==> config.mk <==
export PLATFORM = sky130hd
export DESIGN_NAME = cordic_arbiter
export DESIGN_NICKNAME = d
export VERILOG_FILES = /design/src/rtl/cordic_pkg.sv /design/src/rtl/cordic_arbiter_rr_arb2.sv /design/src/rtl/cordic_arbiter.sv
export SDC_FILE = /design/constraint.sdc
export NUM_CORES = 1
export LEC_CHECK = 0
export ABC_CLOCK_PERIOD_IN_PS = 1910
export CORE_MARGIN = 2
export CORE_UTILIZATION = 38
export DETAILED_ROUTE_END_ITERATION = 6
export GPL_ROUTABILITY_DRIVEN = 0
export HOLD_SLACK_MARGIN = 0.12
export PLACE_DENSITY_LB_ADDON = 0.12
export RECOVER_POWER = 25
export SLEW_MARGIN = 30
export SYNTH_ARGS = -nofsm -noshare
export SYNTH_HDL_FRONTEND = slang
export SYNTH_SLANG_ARGS = --single-unit
==> constraint.sdc <==
create_clock -name clock -period 1.91 [get_ports clock]
set_input_delay 0.2865 -clock clock [delete_from_list [all_inputs] [get_ports clock]]
set_output_delay 0.2865 -clock clock [all_outputs]
set_load 0.01 [all_outputs]
==> src/rtl/cordic_pkg.sv <==
// Shared constants for the CORDIC arbiter: Q2.16 angle format, the pi/2 range
// limit, iteration defaults and the sequencer state encoding.
package cordic_pkg;

  localparam int ANGLE_W  = 18;
  localparam int Q_INT    = 2;
  localparam int Q_FRAC   = 16;
  localparam int ITER_DEF = 16;
  localparam int IDX_W    = 5;

  localparam logic [ANGLE_W-1:0] PI_2      = 18'h19220;
  localparam logic [ANGLE_W-1:0] ANGLE_MAX = PI_2;

  localparam int ST_W = 3;
  typedef logic [ST_W-1:0] state_t;

  localparam logic [ST_W-1:0] ST_IDLE = 3'd0;
  localparam logic [ST_W-1:0] ST_LOAD = 3'd1;
  localparam logic [ST_W-1:0] ST_ITER = 3'd2;
  localparam logic [ST_W-1:0] ST_CAPT = 3'd3;
  localparam logic [ST_W-1:0] ST_RESP = 3'd4;

  // Signed range test; the most negative code (-2^17) is always outside +-max.
  function automatic logic angle_ok(input logic [ANGLE_W-1:0] a,
                                    input logic [ANGLE_W-1:0] max);
    logic signed [ANGLE_W-1:0] s;
    logic signed [ANGLE_W-1:0] m;
    s = a;
    m = max;
    return (s <= m) && (s >= -m);
  endfunction

endpackage

==> src/rtl/cordic_arbiter_rr_arb2.sv <==
// Two-way round-robin arbiter: combinational grant from the request pair and
// the remembered last grant, which only advances when the caller accepts.
module rr_arb2
  import cordic_pkg::*;
(
  input  logic       clk_i,
  input  logic       rst_i,
  input  logic [1:0] req_i,
  input  logic       update_i,
  output logic       grant_valid_o,
  output logic       grant_id_o
);

  logic last_q;
  logic last_d;

  always_comb begin
    grant_valid_o = |req_i;
    if (&req_i) begin
      grant_id_o = ~last_q;
    end else begin
      grant_id_o = req_i[1];
    end
    last_d = update_i ? grant_id_o : last_q;
  end

  // Reset to 1 so requester 0 wins the first contested round.
  always_ff @(posedge clk_i or posedge rst_i) begin
    if (rst_i) begin
      last_q <= 1'b1;
    end else begin
      last_q <= last_d;
    end
  end

endmodule

==> src/rtl/cordic_arbiter.sv <==
// Sequencer sharing one iterative CORDIC core between two requesters:
// arbitrate, load, step ITER micro-rotations, capture, return tagged result.
module cordic_arbiter
  import cordic_pkg::*;
#(
  parameter int                  ANGLE_W_P = ANGLE_W,
  parameter int                  ITER      = ITER_DEF,
  parameter int                  IDX_W_P   = IDX_W,
  parameter logic [ANGLE_W-1:0]  ANGLE_LIM = ANGLE_MAX
) (
  input  logic                 clock,
  input  logic                 init,
  input  logic                 req0,
  input  logic [ANGLE_W_P-1:0] angle0,
  output logic                 ack0,
  input  logic                 req1,
  input  logic [ANGLE_W_P-1:0] angle1,
  output logic                 ack1,
  output logic                 core_load,
  output logic [ANGLE_W_P-1:0] core_angle,
  output logic                 core_step,
  output logic [IDX_W_P-1:0]   core_index,
  input  logic [ANGLE_W_P-1:0] core_cos,
  input  logic [ANGLE_W_P-1:0] core_sin,
  output logic                 rsp_valid,
  input  logic                 rsp_ready,
  output logic                 rsp_id,
  output logic                 rsp_err,
  output logic [ANGLE_W_P-1:0] rsp_cos,
  output logic [ANGLE_W_P-1:0] rsp_sin,
  output logic [ST_W-1:0]      dbg_state
);

  localparam logic [IDX_W_P-1:0] IDX_LAST = IDX_W_P'(ITER - 1);

  // Handshakes: reqN is held by the client until its one-cycle ackN; a result
  // transfers on any rising edge where rsp_valid && rsp_ready are both high.

  state_t               state_q, state_d;
  logic [IDX_W_P-1:0]   idx_q, idx_d;
  logic [ANGLE_W_P-1:0] angle_q, angle_d;
  logic                 id_q, id_d;
  logic                 err_q, err_d;
  logic                 ack0_q, ack0_d;
  logic                 ack1_q, ack1_d;
  logic                 rsp_id_q, rsp_id_d;
  logic                 rsp_err_q, rsp_err_d;
  logic [ANGLE_W_P-1:0] rsp_cos_q, rsp_cos_d;
  logic [ANGLE_W_P-1:0] rsp_sin_q, rsp_sin_d;

  logic                 grant_valid;
  logic                 grant_id;
  logic                 accept;
  logic [ANGLE_W_P-1:0] sel_angle;
  logic                 sel_ok;

  assign accept    = (state_q == ST_IDLE) && grant_valid;
  assign sel_angle = grant_id ? angle1 : angle0;
  assign sel_ok    = angle_ok(sel_angle, ANGLE_LIM);

  rr_arb2 u_arb (
    .clk_i        (clock),
    .rst_i        (init),
    .req_i        ({req1, req0}),
    .update_i     (accept),
    .grant_valid_o(grant_valid),
    .grant_id_o   (grant_id)
  );

  always_comb begin
    state_d   = state_q;
    idx_d     = idx_q;
    angle_d   = angle_q;
    id_d      = id_q;
    err_d     = err_q;
    ack0_d    = 1'b0;
    ack1_d    = 1'b0;
    rsp_id_d  = rsp_id_q;
    rsp_err_d = rsp_err_q;
    rsp_cos_d = rsp_cos_q;
    rsp_sin_d = rsp_sin_q;
    case (state_q)
      ST_IDLE: begin
        if (accept) begin
          angle_d = sel_angle;
          id_d    = grant_id;
          err_d   = ~sel_ok;
          ack0_d  = ~grant_id;
          ack1_d  = grant_id;
          // Out-of-range angles skip the core entirely.
          state_d = sel_ok ? ST_LOAD : ST_CAPT;
        end
      end
      ST_LOAD: begin
        idx_d   = '0;
        state_d = ST_ITER;
      end
      ST_ITER: begin
        if (idx_q == IDX_LAST) begin
          idx_d   = '0;
          state_d = ST_CAPT;
        end else begin
          idx_d = idx_q + 1'b1;
        end
      end
      ST_CAPT: begin
        rsp_id_d  = id_q;
        rsp_err_d = err_q;
        rsp_cos_d = err_q ? '0 : core_cos;
        rsp_sin_d = err_q ? '0 : core_sin;
        state_d   = ST_RESP;
      end
      ST_RESP: begin
        if (rsp_ready) begin
          state_d = ST_IDLE;
        end
      end
      default: begin
        state_d = ST_IDLE;
        idx_d   = '0;
      end
    endcase
  end

  always_ff @(posedge clock or posedge init) begin
    if (init) begin
      state_q   <= ST_IDLE;
      idx_q     <= '0;
      angle_q   <= '0;
      id_q      <= 1'b0;
      err_q     <= 1'b0;
      ack0_q    <= 1'b0;
      ack1_q    <= 1'b0;
      rsp_id_q  <= 1'b0;
      rsp_err_q <= 1'b0;
      rsp_cos_q <= '0;
      rsp_sin_q <= '0;
    end else begin
      state_q   <= state_d;
      idx_q     <= idx_d;
      angle_q   <= angle_d;
      id_q      <= id_d;
      err_q     <= err_d;
      ack0_q    <= ack0_d;
      ack1_q    <= ack1_d;
      rsp_id_q  <= rsp_id_d;
      rsp_err_q <= rsp_err_d;
      rsp_cos_q <= rsp_cos_d;
      rsp_sin_q <= rsp_sin_d;
    end
  end

  // Core strobes decode straight from the registered state, so they clear
  // together with it on reset.
  assign core_load  = (state_q == ST_LOAD);
  assign core_step  = (state_q == ST_ITER);
  assign core_index = idx_q;
  assign core_angle = angle_q;
  assign rsp_valid  = (state_q == ST_RESP);
  assign ack0       = ack0_q;
  assign ack1       = ack1_q;
  assign rsp_id     = rsp_id_q;
  assign rsp_err    = rsp_err_q;
  assign rsp_cos    = rsp_cos_q;
  assign rsp_sin    = rsp_sin_q;
  assign dbg_state  = state_q;

  a_load_step_excl: assert property (@(posedge clock) disable iff (init)
    !(core_load && core_step));
  a_idx_bound: assert property (@(posedge clock) disable iff (init)
    core_index <= IDX_LAST);
  a_ack_onehot: assert property (@(posedge clock) disable iff (init)
    !(ack0 && ack1));

endmodule

==> impl_metrics.py, run 1 <==
metrics = {
    "synthesis": {
        "synth_edf_count": 0,
        "syn-mean-instance-area_um2": 9.63,
        "ys_ff_latch": 69,
        "synth-main-ff-cell": "sky130_fd_sc_hd__dfrtp_1",
        "ys_types": 38,
        "yosys_warnings": 0,
        "synthesized_instance_count": 333,
        "mappedNetlistArea_mm2": 0.00321,
        "postSynthNetCount": 411,
        "synthArstFlopShare_pct": 100,
        "seq_area_frac_synth_pct": 53.9,
    },
    "global_route": {
        "use_met1_pct": 23.8,
        "grt_first_pass_wirelength_mm": 13.3,
        "grt_overflow_total": 0,
        "met2_track_demand_over_resource_in_global_routing_pct": 31.0,
        "first_global_vias": 2771,
        "grt_util_met3_pct": 6.11,
        "antenna_found_initial": 0,
        "global_route.usage.total_pct": 19.0,
        "largest_net_degree_at_the_start_of_global_routing": 76,
        "grt-busiest-layer": "met2",
    },
    "drt": {
        "routed_wirelength_mm": 8.59,
        "detail_route.first_pass.iterations": 6,
        "route.detailed.wl_per_inst_um": 14.4,
        "viasPerCell": 4.89,
        "detailroute.via_count": 2922,
        "drt_iter0_markers": 69,
        "remaining_antenna_violation_count_after_routing": 0,
        "drt_drc_violations_left": 0,
    },
    "pwr": {
        "cellPowerDensity_mw_per_mm2": 1420,
        "leakage_power_total_nw": 2.23,
        "vdd_ir_drop_max_mv": 0.794,
    },
    "setup_path": {
        "path_cells": "nor2_1 > and2_2 > dlygate4sd2_1",
        "startpoint_type": "flop",
        "critical_path.max_stage_delay_ns": 0.47,
        "worst-endpoint-required_ns": 1.62,
        "cp_slowest_cell": "sky130_fd_sc_hd__dfrtp_2",
        "critical_path_peak_fanout": 9,
        "r2r_cells": 5,
        "worst-setup-path-type": "flop to output pin",
        "critPathArrivalTime_ns": 1.47,
        "worstSetupEndpointType": "output pin",
    },
    "die": {
        "std_cell_rows": 33,
        "dieWidth_um": 95.9,
        "starting_density_pct": 39.0,
        "floorplan.die_area_mm2": 0.00919,
        "chipHeight_um": 95.9,
        "ios": 146,
        "core_mm2": 0.00822,
    },
    "clocking": {
        "clock-sinks": 69,
        "clock_path_buffers": 2,
        "cts_root_buf": "sky130_fd_sc_hd__clkbuf_8",
        "cts.reportedPaths.clkPinSlew_ns": 0.07,
        "cts_made_buffers": 9,
        "insertion_delay_ns": 0.34,
        "htreeDepth": 3,
        "tritoncts": "built",
        "cts_hold_repair.buffers": 0,
    },
    "sta": {
        "max_slew.worst_pin.slew_ns": 1.00,
        "fin_crit_sh_pct": 91.9,
        "timing.final.hold_violations": 0,
        "slew_headroom_pct": 32.9,
        "finalWorstPathRequiredPeriod_ns": 1.76,
        "setup-violations-final": 0,
        "max_clock_freq_mhz": 570,
        "smallest_hold_slack_ns": 0.480,
        "final-max-slew-violation-count": 0,
        "timing.setup.tns_ns": 0,
        "timing.clock.skew_ns": 0.00898,
        "rsz0062_at_grt": "false",
    },
    "cells_and_area": {
        "final_layout_size_suffix_gt1_share_pct": 9.13,
        "fin_area_mm2": 0.00507,
        "final_net_count": 567,
        "antenna_cells_inserted": 0,
        "syn_to_final_growth_pct": 58.0,
        "final_cell_count_no_fill": 598,
    },
    "place": {
        "dpl-instance-area_mm2": 0.00488,
        "dp.cells": 581,
        "detailedPlacementHpwl_mm": 6.44,
        "buffers_added_on_ports": 145,
    },
    "run_status": {
        "status": "completed",
    },
    "hold_path": {
        "whs_path_depth": 2,
        "worst_hold_path_type": "flop to flop",
    },
    "flow_run": {
        "maxCapViolCount": 0,
    },
}
==> synth_stat cells, types with 3 or more instances <==
cell type / count / share of area [%]
sky130_fd_sc_hd__or4b_1: 3 / 0.94
sky130_fd_sc_hd__nor2_1: 9 / 1.1
sky130_fd_sc_hd__nand2b_1: 36 / 7.0
sky130_fd_sc_hd__mux2i_1: 18 / 5.6
sky130_fd_sc_hd__nand2_1: 64 / 7.5
sky130_fd_sc_hd__clkbuf_1: 12 / 1.4
sky130_fd_sc_hd__nand4_1: 4 / 0.78
sky130_fd_sc_hd__o21ai_1: 8 / 1.2
sky130_fd_sc_hd__dfrtp_1: 68 / 53
sky130_fd_sc_hd__a21oi_1: 6 / 0.94
sky130_fd_sc_hd__inv_1: 3 / 0.35
sky130_fd_sc_hd__o21ai_0: 54 / 8.4
sky130_fd_sc_hd__nor4_1: 3 / 0.59
sky130_fd_sc_hd__buf_2: 5 / 0.78
sky130_fd_sc_hd__nor3_1: 5 / 0.78
==> layer usage <==
layer  wire length (µm)  part of all wire (%)
met2               4150                    48
met3                583                   6.8
met5                  0                     0
met4                118                   1.4
met1               3740                    44
==> worst paths after layout <==
path	start	to	slack (ns)
worst max-delay path	dbg_state[2]	core_step	0.15
worst min-delay path	rsp_sin[6]	rsp_sin[6]	0.48
worst max register to register	dbg_state[1]	err_q	0.22
worst min register to register	rsp_sin[6]	rsp_sin[6]	0.48
max in group asynchronous	init	dbg_state[2]	0.31
min in group asynchronous	init	rsp_sin[7]	0.59
==> critical path: cells and delay by family, from the launching register on <==
kind          cells  cell delay [ns]
buf+inv           1             0.28
flops             1             0.47
simple gates      2             0.38
==> flip-flops by register name (all words and copies together), names as in the netlist, 3 cells and up <==
register    count
core_angle     18
rsp_cos        18
rsp_sin        18
core_index      5
dbg_state       3
==> final cells by class <==
cell class | count | area [µm²]
clock inverter | 6 | 65.1
sequential | 69 | 1730
fill | 745 | 3150
inverter | 3 | 12.5
timing repair buffer | 165 | 1630
clock buffer | 9 | 124
multi-input combinational | 241 | 1370
tap | 105 | 131
==> cell families (layout without fill, tap and decap cells) <==
kind of cell | after synthesis | after routing | synth area share (%)
compound gates | 81 | 81 | 14.0
fa+ha+maj | 1 | 1 | 0.390
buf+inv | 23 | 183 | 3.47
simple gates | 139 | 139 | 22.0
mux | 20 | 20 | 6.32
flops | 69 | 69 | 53.9
==> stage by stage <==
| stage | setup slack (ns) | total power [mW] | utilization [%] |
|---|---|---|---|
| global route | 0.0461 | 7.71 | 61.7 |
| floorplan | 0.375 | 4.18 | - |
| CTS | 0.173 | 7.27 | 61.9 |
| finish | 0.155 | 7.17 | 61.7 |
| global placement | -0.0658 | 5.95 | 59.4 |
| detailed placement | -0.110 | 6.05 | 59.4 |
==> layout by cell type, fill, tap and decap left out, types with 2 or more instances in the layout <==
cell / count
sky130_fd_sc_hd__nor4_1: 3
sky130_fd_sc_hd__buf_4: 15
sky130_fd_sc_hd__a21o_1: 2
sky130_fd_sc_hd__o21ai_0: 54
sky130_fd_sc_hd__dlygate4sd2_1: 3
sky130_fd_sc_hd__a211oi_1: 2
sky130_fd_sc_hd__clkinv_2: 2
sky130_fd_sc_hd__dfrtp_2: 3
sky130_fd_sc_hd__nand4b_1: 2
sky130_fd_sc_hd__nor3_1: 5
sky130_fd_sc_hd__clkbuf_2: 2
sky130_fd_sc_hd__o22ai_1: 2
sky130_fd_sc_hd__nand3b_1: 2
sky130_fd_sc_hd__inv_1: 2
sky130_fd_sc_hd__nor3b_1: 2
sky130_fd_sc_hd__mux2i_1: 18
sky130_fd_sc_hd__nor2_1: 8
sky130_fd_sc_hd__clkinv_4: 2
sky130_fd_sc_hd__nand3_1: 2
sky130_fd_sc_hd__buf_12: 3
sky130_fd_sc_hd__or4b_1: 3
sky130_fd_sc_hd__nand4_1: 4
sky130_fd_sc_hd__nand2b_1: 36
sky130_fd_sc_hd__nor2b_1: 2
sky130_fd_sc_hd__o21ai_1: 8
sky130_fd_sc_hd__mux2_2: 2
sky130_fd_sc_hd__or4_1: 2
sky130_fd_sc_hd__clkdlybuf4s50_1: 141
sky130_fd_sc_hd__dfrtp_1: 65
sky130_fd_sc_hd__a21oi_1: 6
sky130_fd_sc_hd__clkbuf_8: 9
sky130_fd_sc_hd__nand2_1: 64
==> where the power goes <==
group	internal [mW]	leakage, nW	switching [mW]	total (mW)
logic	1.90	1.27	1.57	3.47
clock network	0.595	0.0950	0.567	1.16
registers	2.13	0.866	0.417	2.55
==> what timing repair did <==
item / in CTS / in global routing
setup endpoints to repair: 3 / 0
gates resized for setup: 8 / 0
setup buffers: 2 / 0
Note: power is estimated with default switching activity, not from simulation.
==> run 2, diff against run 1 <==
--- a/config.mk
+++ b/config.mk
@@ -5,9 +5,10 @@
 export SDC_FILE = /design/constraint.sdc
 export NUM_CORES = 1
 export LEC_CHECK = 0
-export ABC_CLOCK_PERIOD_IN_PS = 1910
+export ABC_AREA = 0
+export ABC_CLOCK_PERIOD_IN_PS = 1900
 export CORE_MARGIN = 2
-export CORE_UTILIZATION = 38
+export CORE_UTILIZATION = 42
 export DETAILED_ROUTE_END_ITERATION = 6
 export GPL_ROUTABILITY_DRIVEN = 0
 export HOLD_SLACK_MARGIN = 0.12
==> constraint.sdc (replaced) <==
create_clock -name clock -period 1.9 [get_ports clock]
set_input_delay 0.285 -clock clock [delete_from_list [all_inputs] [get_ports clock]]
set_output_delay 0.285 -clock clock [all_outputs]
set_load 0.01 [all_outputs]
==> run 2 against run 1 <==
Net effect: non-clock buffer count shrank 2; via count grew 0.72%; wire length shrank 2.1%; cell count shrank 1.2%; power grew 3.4%; cell area grew 0.22%; clock skew grew 0.0023 ns; clock power grew 20%; first-iteration DRC count grew 67%; sequential power grew 2%; critical path depth is the same; worst hold slack gained 0.0015 ns; critical path type unchanged; largest cell class unchanged; largest power group unchanged; highest routed layer unchanged.
==> impl_metrics.py, run 2 (same netlist as run 1, synthesis figures left out) <==
metrics = {
    "place": {
        "dp.cells": 571,
        "detailedPlacementHpwl_mm": 6.17,
        "pre_cts_slack_ns": -0.121,
        "buffers_added_on_ports": 145,
    },
    "global_route": {
        "largest_net_degree_at_the_start_of_global_routing": 76,
        "grt_first_pass_wirelength_mm": 14.1,
        "antenna_found_initial": 0,
        "grt_overflow_total": 0,
        "global_route.usage.total_pct": 21.0,
        "first_global_vias": 3011,
    },
    "sta": {
        "fin_crit_sh_pct": 89.3,
        "max_clock_freq_mhz": 589,
        "setup_ws_ns": 0.203,
        "finalWorstPathRequiredPeriod_ns": 1.70,
        "smallest_hold_slack_ns": 0.482,
        "timing.clock.skew_ns": 0.0113,
        "final-max-slew-violation-count": 0,
        "timing.final.hold_violations": 0,
        "max_slew.worst_pin.slew_ns": 0.893,
        "slew_headroom_pct": 40.4,
        "setup-violations-final": 0,
        "rsz0062_at_grt": "false",
    },
    "drt": {
        "detailroute.via_count": 2943,
        "route.detailed.wl_per_inst_um": 14.2,
        "viasPerCell": 4.98,
        "drt_drc_violations_left": 0,
        "routed_wirelength_mm": 8.41,
        "drt_iter0_markers": 115,
        "detail_route.first_pass.iterations": 4,
        "remaining_antenna_violation_count_after_routing": 0,
    },
    "cells_and_area": {
        "area_occupied_by_multi_input_gates_mm2": 0.00137,
        "final-seq-area_mm2": 0.00173,
        "final_cell_count_no_fill": 591,
        "antenna_cells_inserted": 0,
        "most-common-layout-cells": "141 x sky130_fd_sc_hd__clkdlybuf4s50_1, 64 x sky130_fd_sc_hd__nand2_1, 64 x sky130_fd_sc_hd__dfrtp_1",
        "final_layout_size_suffix_gt1_share_pct": 8.94,
        "fin_util_pct": 69.3,
        "nFillCells": 586,
        "syn_to_final_growth_pct": 58.3,
        "final_net_count": 565,
        "final_common_cell": "sky130_fd_sc_hd__clkdlybuf4s50_1",
    },
    "die": {
        "dieWidth_um": 91.4,
        "core_mm2": 0.00733,
        "std_cell_rows": 31,
        "ios": 146,
        "floorplan.die_area_mm2": 0.00835,
        "starting_density_pct": 43.7,
        "chipHeight_um": 91.4,
    },
    "pwr": {
        "cellPowerDensity_mw_per_mm2": 1460,
        "vdd_ir_drop_max_mv": 0.572,
        "leakage_power_total_nw": 2.23,
        "power.total_mw": 7.42,
    },
    "clocking": {
        "cts.reportedPaths.clkPinSlew_ns": 0.08,
        "htreeDepth": 3,
        "insertion_delay_ns": 0.34,
        "cts_made_buffers": 9,
        "cts_root_buf": "sky130_fd_sc_hd__clkbuf_8",
        "clock-sinks": 69,
        "clock_path_buffers": 2,
        "tritoncts": "built",
    },
    "setup_path": {
        "critical_path.max_stage_delay_ns": 0.45,
        "critPathArrivalTime_ns": 1.41,
        "worst-setup-path-type": "flop to output pin",
        "startpoint_type": "flop",
        "critical_path_peak_fanout": 7,
        "cp_slowest_cell": "sky130_fd_sc_hd__dfrtp_2",
        "path_cells": "buf_4 > nor3b_1 > dlygate4sd2_1",
        "worstSetupEndpointType": "output pin",
        "worst-endpoint-required_ns": 1.62,
    },
    "hold_path": {
        "worst_hold_path_type": "flop to flop",
    },
    "flow_run": {
        "maxCapViolCount": 0,
    },
    "run_status": {
        "status": "completed",
    },
}
==> run 2: final timing paths <==
kind	cells past startpoint	slack [ns]	from	end
min in group asynchronous	3	0.51	init	err_q
worst max-delay path	3	0.20	dbg_state[2]	core_load
worst min register to register	2	0.48	rsp_cos[4]	rsp_cos[4]
worst max register to register	5	0.25	dbg_state[1]	err_q
worst min-delay path	2	0.48	rsp_cos[4]	rsp_cos[4]
max in group asynchronous	3	0.59	init	rsp_cos[5]
==> run 2: cell type report <==
class	count	area share [%]
multi-input cells	241	27.0
flip-flops and latches	69	34.1
clock inverters	5	1.60
repair buffers	163	31.6
clock buffers	11	2.98
well taps	99	2.44
inverters	3	0.246
==> run 2: stage by stage <==
stage / instance area [µm²] / TNS [ns]
floorplan: 3210 / 0
global placement: 4820 / -0.171
detailed placement: 4820 / -0.230
CTS: 5080 / 0
global route: 5080 / 0
finish: 5080 / 0
==> run 2: critical path: cells and delay by family, from the launching register on <==
family,cells,cell delay (ns)
flops,1,0.45
buf+inv,2,0.44
simple gates,1,0.19
==> run 2: power by group <==
group | leakage, nW | switching [mW] | internal, mW
registers | 0.864 | 0.445 | 2.14
clock network | 0.116 | 0.576 | 0.814
logic | 1.25 | 1.54 | 1.90
total | 2.23 | 2.56 | 4.86
==> run 2: layer usage <==
layer	vias to the layer above	share of wire [%]	GRT usage (%)
met5	-	0	0
met4	0	2.1	8.96
met3	17	7.1	5.31
met2	107	47	33.8
met1	1370	44	26.7
li1	1449	-	-
==> run 2: timing repair <==
item	CTS	global route
gates resized for setup	8	0
setup buffers	4	0
hold buffers	0	0
setup endpoints to repair	3	0
